==> config.mk <==
export PLATFORM = sky130hd
export DESIGN_NAME = conv_seq_ctrl
export DESIGN_NICKNAME = d
export VERILOG_FILES = /design/src/rtl/ml_acc_pkg.sv /design/src/rtl/conv_mac_unit.sv /design/src/rtl/conv_seq_ctrl.sv
export SDC_FILE = /design/constraint.sdc
export NUM_CORES = 2
export LEC_CHECK = 0
export CORE_MARGIN = 2
export CORE_UTILIZATION = 59
export DETAILED_ROUTE_END_ITERATION = 10
export PLACE_DENSITY_LB_ADDON = 0.2
export SYNTH_ARGS = -nofsm -noshare
export SYNTH_HDL_FRONTEND = slang
export SYNTH_SLANG_ARGS = --single-unit
==> constraint.sdc <==
create_clock -name s00_axi_aclk -period 7.22 [get_ports s00_axi_aclk]
set_input_delay 1.805 -clock s00_axi_aclk [delete_from_list [all_inputs] [get_ports s00_axi_aclk]]
set_output_delay 1.805 -clock s00_axi_aclk [all_outputs]
set_load 0.01 [all_outputs]
==> src/rtl/ml_acc_pkg.sv <==
// Shared definitions for the ml_acc_system convolution accelerator:
// sequencer state encoding, status magic word and system memory map.
package ml_acc_pkg;

  typedef enum logic [2:0] {
    ST_IDLE  = 3'd0,
    ST_FETCH = 3'd1,
    ST_DRAIN = 3'd2,
    ST_WRITE = 3'd3,
    ST_DONE  = 3'd4
  } state_t;

  localparam logic [31:0] DONE_MAGIC  = 32'hD00D_1234;

  localparam logic [31:0] INPUT_BASE  = 32'h4000_0000;
  localparam logic [31:0] WEIGHT_BASE = 32'h4200_0000;
  localparam logic [31:0] OUTACT_BASE = 32'h4400_0000;
  localparam logic [31:0] REGS_BASE   = 32'h43C0_0000;

endpackage

==> src/rtl/conv_mac_unit.sv <==
// Signed multiply-accumulate with synchronous clear and a combinational
// saturate-to-DATA_W view of the accumulator.
module conv_mac_unit #(
  parameter int DATA_W = 32,
  parameter int ACC_W  = 72
) (
  input  logic              clk,
  input  logic              rst_n,
  input  logic              i_clr,
  input  logic              i_en,
  input  logic [DATA_W-1:0] i_a,
  input  logic [DATA_W-1:0] i_b,
  output logic [DATA_W-1:0] o_sat
);

  logic signed [2*DATA_W-1:0] w_prod;
  logic signed [ACC_W-1:0]    w_prod_ext;
  logic signed [ACC_W-1:0]    r_acc;
  logic [ACC_W-DATA_W:0]      w_hi;
  logic                       w_ovf;

  assign w_prod     = $signed(i_a) * $signed(i_b);
  assign w_prod_ext = {{(ACC_W-2*DATA_W){w_prod[2*DATA_W-1]}}, w_prod};

  always_ff @(posedge clk or negedge rst_n) begin
    if (!rst_n) begin
      r_acc <= '0;
    end else if (i_clr) begin
      r_acc <= '0;
    end else if (i_en) begin
      r_acc <= r_acc + w_prod_ext;
    end
  end

  // The value fits in DATA_W only when every bit from the DATA_W sign bit up matches.
  assign w_hi  = r_acc[ACC_W-1:DATA_W-1];
  assign w_ovf = !((&w_hi) || (~|w_hi));

  always_comb begin
    o_sat = r_acc[DATA_W-1:0];
    if (w_ovf) begin
      o_sat = r_acc[ACC_W-1] ? {1'b1, {(DATA_W-1){1'b0}}} : {1'b0, {(DATA_W-1){1'b1}}};
    end
  end

endmodule

==> src/rtl/conv_seq_ctrl.sv <==
// Convolution sequencer: fetches KERNEL_LEN weight/input pairs per window,
// accumulates them in conv_mac_unit and writes one saturated result per window.
module conv_seq_ctrl
  import ml_acc_pkg::*;
#(
  parameter int KERNEL_LEN  = 25,
  parameter int DATA_W      = 32,
  parameter int ADDR_W      = 16,
  parameter int ACC_W       = 72,
  parameter int BRAM_RD_LAT = 1
) (
  input  logic              s00_axi_aclk,
  input  logic              s00_axi_aresetn,
  input  logic              start_reg,
  input  logic              clr_done,
  input  logic [7:0]        cfg_n_out,
  input  logic [7:0]        cfg_stride,
  output logic [ADDR_W-1:0] w_addr,
  output logic              w_en,
  input  logic [DATA_W-1:0] w_dout,
  output logic [ADDR_W-1:0] x_addr,
  output logic              x_en,
  input  logic [DATA_W-1:0] x_dout,
  output logic [ADDR_W-1:0] o_addr,
  output logic [3:0]        o_we,
  output logic [DATA_W-1:0] o_din,
  output logic              busy,
  output logic              done,
  output logic [31:0]       status_o,
  output state_t            o_dbg_state
);

  localparam int TAP_W = (KERNEL_LEN > 1) ? $clog2(KERNEL_LEN) : 1;
  localparam int DRN_W = (BRAM_RD_LAT > 1) ? $clog2(BRAM_RD_LAT) : 1;

  state_t                 r_state;
  state_t                 w_next;
  logic                   r_start_d;
  logic                   r_done;
  logic [TAP_W-1:0]       r_tap;
  logic [DRN_W-1:0]       r_drain;
  logic [7:0]             r_k;
  logic [7:0]             r_n_out;
  logic [7:0]             r_stride;
  logic [ADDR_W-1:0]      r_base;
  logic [BRAM_RD_LAT-1:0] r_vld;

  logic                   w_start_edge;
  logic                   w_accept;
  logic                   w_tap_last;
  logic                   w_drain_last;
  logic                   w_last_win;
  logic                   w_acc_clr;
  logic [ADDR_W-1:0]      w_tap_a;
  logic [ADDR_W-1:0]      w_k_a;
  logic [DATA_W-1:0]      w_sat;

  assign w_start_edge = start_reg & ~r_start_d;
  assign w_accept     = w_start_edge && ((r_state == ST_IDLE) || (r_state == ST_DONE));
  assign w_tap_last   = (r_tap == TAP_W'(KERNEL_LEN - 1));
  assign w_drain_last = (r_drain == DRN_W'(BRAM_RD_LAT - 1));
  assign w_last_win   = (r_k == (r_n_out - 8'd1));
  assign w_acc_clr    = (w_next == ST_FETCH) && (r_state != ST_FETCH);
  assign w_tap_a      = ADDR_W'(r_tap);
  assign w_k_a        = ADDR_W'(r_k);

  always_ff @(posedge s00_axi_aclk or negedge s00_axi_aresetn) begin
    if (!s00_axi_aresetn) begin
      r_state <= ST_IDLE;
    end else begin
      r_state <= w_next;
    end
  end

  always_comb begin
    w_next = r_state;
    case (r_state)
      ST_IDLE, ST_DONE: if (w_accept) w_next = (cfg_n_out == 8'd0) ? ST_DONE : ST_FETCH;
      ST_FETCH:         if (w_tap_last) w_next = ST_DRAIN;
      ST_DRAIN:         if (w_drain_last) w_next = ST_WRITE;
      ST_WRITE:         w_next = w_last_win ? ST_DONE : ST_FETCH;
      default:          w_next = ST_IDLE;
    endcase
  end

  always_comb begin
    w_en   = 1'b0;
    x_en   = 1'b0;
    w_addr = '0;
    x_addr = '0;
    o_we   = 4'h0;
    o_addr = '0;
    o_din  = '0;
    case (r_state)
      ST_FETCH: begin
        w_en   = 1'b1;
        x_en   = 1'b1;
        w_addr = w_tap_a << 2;
        x_addr = (r_base + w_tap_a) << 2;
      end
      ST_WRITE: begin
        o_we   = 4'hF;
        o_addr = w_k_a << 2;
        o_din  = w_sat;
      end
      default: ;
    endcase
  end

  assign busy        = (r_state == ST_FETCH) || (r_state == ST_DRAIN) || (r_state == ST_WRITE);
  assign done        = r_done;
  assign status_o    = r_done ? DONE_MAGIC : {31'b0, busy};
  assign o_dbg_state = r_state;

  // Counters, latched configuration, sticky done and the read-valid pipeline.
  always_ff @(posedge s00_axi_aclk or negedge s00_axi_aresetn) begin
    if (!s00_axi_aresetn) begin
      r_start_d <= 1'b0;
      r_done    <= 1'b0;
      r_tap     <= '0;
      r_drain   <= '0;
      r_k       <= '0;
      r_n_out   <= '0;
      r_stride  <= '0;
      r_base    <= '0;
      r_vld     <= '0;
    end else begin
      r_start_d <= start_reg;
      r_vld[0]  <= (r_state == ST_FETCH);
      for (int i = 1; i < BRAM_RD_LAT; i++) begin
        r_vld[i] <= r_vld[i-1];
      end
      if (w_accept) begin
        r_n_out  <= cfg_n_out;
        r_stride <= cfg_stride;
        r_k      <= '0;
        r_base   <= '0;
        r_tap    <= '0;
        r_drain  <= '0;
      end else begin
        case (r_state)
          ST_FETCH: r_tap   <= w_tap_last ? '0 : r_tap + 1'b1;
          ST_DRAIN: r_drain <= w_drain_last ? '0 : r_drain + 1'b1;
          ST_WRITE: begin
            r_k    <= r_k + 8'd1;
            r_base <= r_base + ADDR_W'(r_stride);
          end
          default: ;
        endcase
      end
      if (w_accept) begin
        r_done <= (cfg_n_out == 8'd0);
      end else if ((r_state == ST_WRITE) && (w_next == ST_DONE)) begin
        r_done <= 1'b1;
      end else if (clr_done) begin
        r_done <= 1'b0;
      end
    end
  end

  conv_mac_unit #(
    .DATA_W (DATA_W),
    .ACC_W  (ACC_W)
  ) u_mac (
    .clk   (s00_axi_aclk),
    .rst_n (s00_axi_aresetn),
    .i_clr (w_acc_clr),
    .i_en  (r_vld[BRAM_RD_LAT-1]),
    .i_a   (w_dout),
    .i_b   (x_dout),
    .o_sat (w_sat)
  );

endmodule

==> out/metrics.yaml <==
outcome:
  status: "finished, violations left"
  violations: "negative setup slack"
setup_path:
  cp-start-kind: "input port"
  arrival_ps: 9210
  crit_path_end_kind: "flop"
  cpPeakStageDelay_ps: 590
  worst_path_max_delay_cell: "fa_2"
  r2r_cells: 25
  critPathMaxFanout: 4
  worstSetupPathType: "input port to flop"
  worst_path_most_repeated_cell: "fa_1"
  reg2reg_to: "u_mac.r_acc[67]$_DFFE_PN0P_"
  setup.worst_path.start: "w_dout[31]"
  r2r_start: "u_mac.r_acc[29]$_DFFE_PN0P_"
  r2r_slack_ps: -130
  critPathRequiredTime_ps: 7540
  endpoint: "u_mac.r_acc[67]$_DFFE_PN0P_"
logic_synthesis:
  synth_top_area_cell: "fa_1"
  synth-seq-cells: 121
  synthFlopType: "dfrtp_1"
  synth_edf_count: 0
  yosysTopAreaCellShare_pct: 52.79
  ys_seq_area_share_pct: 6.208
  synthesis.area_um2: 48770
  netlist_instances: 5300
  yosysUniqueCellTypes: 72
  yosys_warnings: 0
  synthArstFlopShare_pct: 100.0
  avgSynthCellArea_um2: 9.202
  ys_top_cells_by_area: "fa_1 (53%), inv_1 (10%), nand2_1 (6.7%)"
route:
  via_per_inst: 5.623
  drc: 0
  ant_nets: 0
  drt_iter0_markers: 3384
  dr.pass1.iters: 6
  totalWireLength_um: 154100
  vias: 39690
  post_drt_wl_per_cell_um: 21.83
global_route:
  grt_usage_pct: 37.27
  antenna_found_initial: 5
  grt_max_degree: 74
  grt_pass1_vias: 43613
  overflow: 0
  grt_pass1_wl_um: 242400
layout:
  fillCellCount: 5493
  areaGrowthSynthToFinish_pct: 26.19
  final_common_cell: "inv_1"
  drive_above_1_share_pct: 21.08
  final_cell_mix: "inv_1 (1258), fa_1 (1223), nand2_1 (820)"
  nets: 7592
  instances_no_fill: 7058
sta:
  slew_headroom_pct: 30.02
  fmax_mhz: 112.5
  finalCritPeriodShare_pct: 123.1
  rsz0062_at_grt: "yes"
  finalHoldViolCount: 0
  setup_viol: 59
  finalSetupTns_ps: -67370
  fin_crit_ps: 8890
  final_max_slew_viol_count: 0
  skew_ps: 11.50
  tightest_slew_ps: 1050
  fin_ws_ps: -1670
placement:
  dp_cells: 6829
  dp_hpwl_um: 112000
  port_buffers: 165
  routabilityCongestion: 0.9456
min_path:
  hold-path-cell-count: 2
  hp-class: "flop to flop"
clocking:
  htreeDepth: 4
  clkSlewWorstSetupHoldPaths_ps: 70
  tritoncts: "done"
  root_buffer: "clkbuf_16"
  cts_hold_buffers: 0
  cts.sinks: 121
  clock_path_buffers: 2
  clkLatencyLatePin_ps: 430
  cts_buffers: 17
run:
  drv_cap: 0
floorplan:
  std_cell_rows: 105
  die_w_um: 291.5
  core_um2: 81980
  ios: 207
  die_y_um: 291.5
  start_util_pct: 59.49
  die_area_um2: 84980
-- registers in the layout, summed over array words and instances, names as in the netlist --
register     count
done             1
o_dbg_state      3
r_base          14
r_k              8
r_n_out          8
r_start_d        1
r_stride         8
r_tap            5
r_vld            1
u_mac.r_acc     72
-- layout make-up --
type                            count  area, µm²  area share [%]
Multi-Input combinational cell   3587      41610           67.61
Timing Repair Buffer              921       9955           16.17
Inverter                         1322       4979           8.089
Sequential cell                   121       3032           4.926
Tap cell                         1070       1339           2.175
Clock buffer                       18      439.2          0.7136
Clock inverter                     14      177.7          0.2887
Antenna cell                        5      12.51         0.02033
-- cell usage after synthesis (all sizes together) (12+ instances only) --
master,n
inv,1320
fa,1286
nand2,874
and2,276
ha,252
clkbuf,245
nor2,143
dfrtp,121
a21oi,108
o21ai,90
xnor2,69
buf,65
mux2i,45
nor2b,45
xor2,41
nand4,35
o21a,33
a21o,28
nand3,26
o21bai,19
nor3,16
nor4,15
a211oi,14
nand2b,14
o31ai,14
a31oi,13
and3,12
-- repair_timing --
item                       in CTS  in global routing
resized for setup             555                260
pin swaps                     195                186
gates cloned                   42                  3
buffers inserted              104                 53
setup endpoints to repair      62                 62
-- per-stage QoR --
step	worst slack (ps)	hold WS, ps	util [%]	instance area, µm²
after floorplan	-2196	452.3	-	50480
after global placement	-2499	472.7	69.03	56590
after detailed placement	-2699	474.3	69.03	56590
after CTS	-1712	494.8	73.81	60510
after global routing	-1823	529.3	75.06	61540
final	-1670	490.6	75.08	61550
-- layer usage --
metal  GRT usage (%)  vias up  wire [µm]
met2           61.03     2145      73470
met3           7.521      754      13830
met1           46.74    20159      54810
met5               0        -          9
li1                -    16630          -
met4           20.47        2      11950
-- worst max-delay path: cells and delay by family --
family	cells	cell delay [ps]
AOI/OAI and AO/OA	4	790
adders and majority gates	9	4370
buffers and inverters	10	870
and+or+nand+nor	7	1360
-- kinds of logic (layout without fill, tap and decap cells) --
kind of cell	count (synthesis)	count (layout)	share of synthesized area (%)
buffers and inverters	1632	2275	13.01
adders and majority gates	1538	1538	59.25
and+or+nand+nor	1479	1479	13.70
AOI/OAI and AO/OA	371	371	4.854
DFF	121	121	6.208
xor gates and xnor gates	110	110	1.975
muxes	48	48	0.9928
other	1	46	0.007689
-- how the worst min path moves through the flow --
stage	start	end
after floorplan	r_stride[0]$_DFFE_PN0P_	r_stride[0]$_DFFE_PN0P_
after global placement	r_stride[6]$_DFFE_PN0P_	r_stride[6]$_DFFE_PN0P_
after detailed placement	r_stride[4]$_DFFE_PN0P_	r_stride[4]$_DFFE_PN0P_
after CTS	r_stride[4]$_DFFE_PN0P_	r_stride[4]$_DFFE_PN0P_
after global routing	r_stride[6]$_DFFE_PN0P_	r_stride[6]$_DFFE_PN0P_
final	r_stride[4]$_DFFE_PN0P_	r_stride[4]$_DFFE_PN0P_
Power is not shown: default switching activity piles up to over one toggle a cycle in this logic, so the estimate is an artifact.
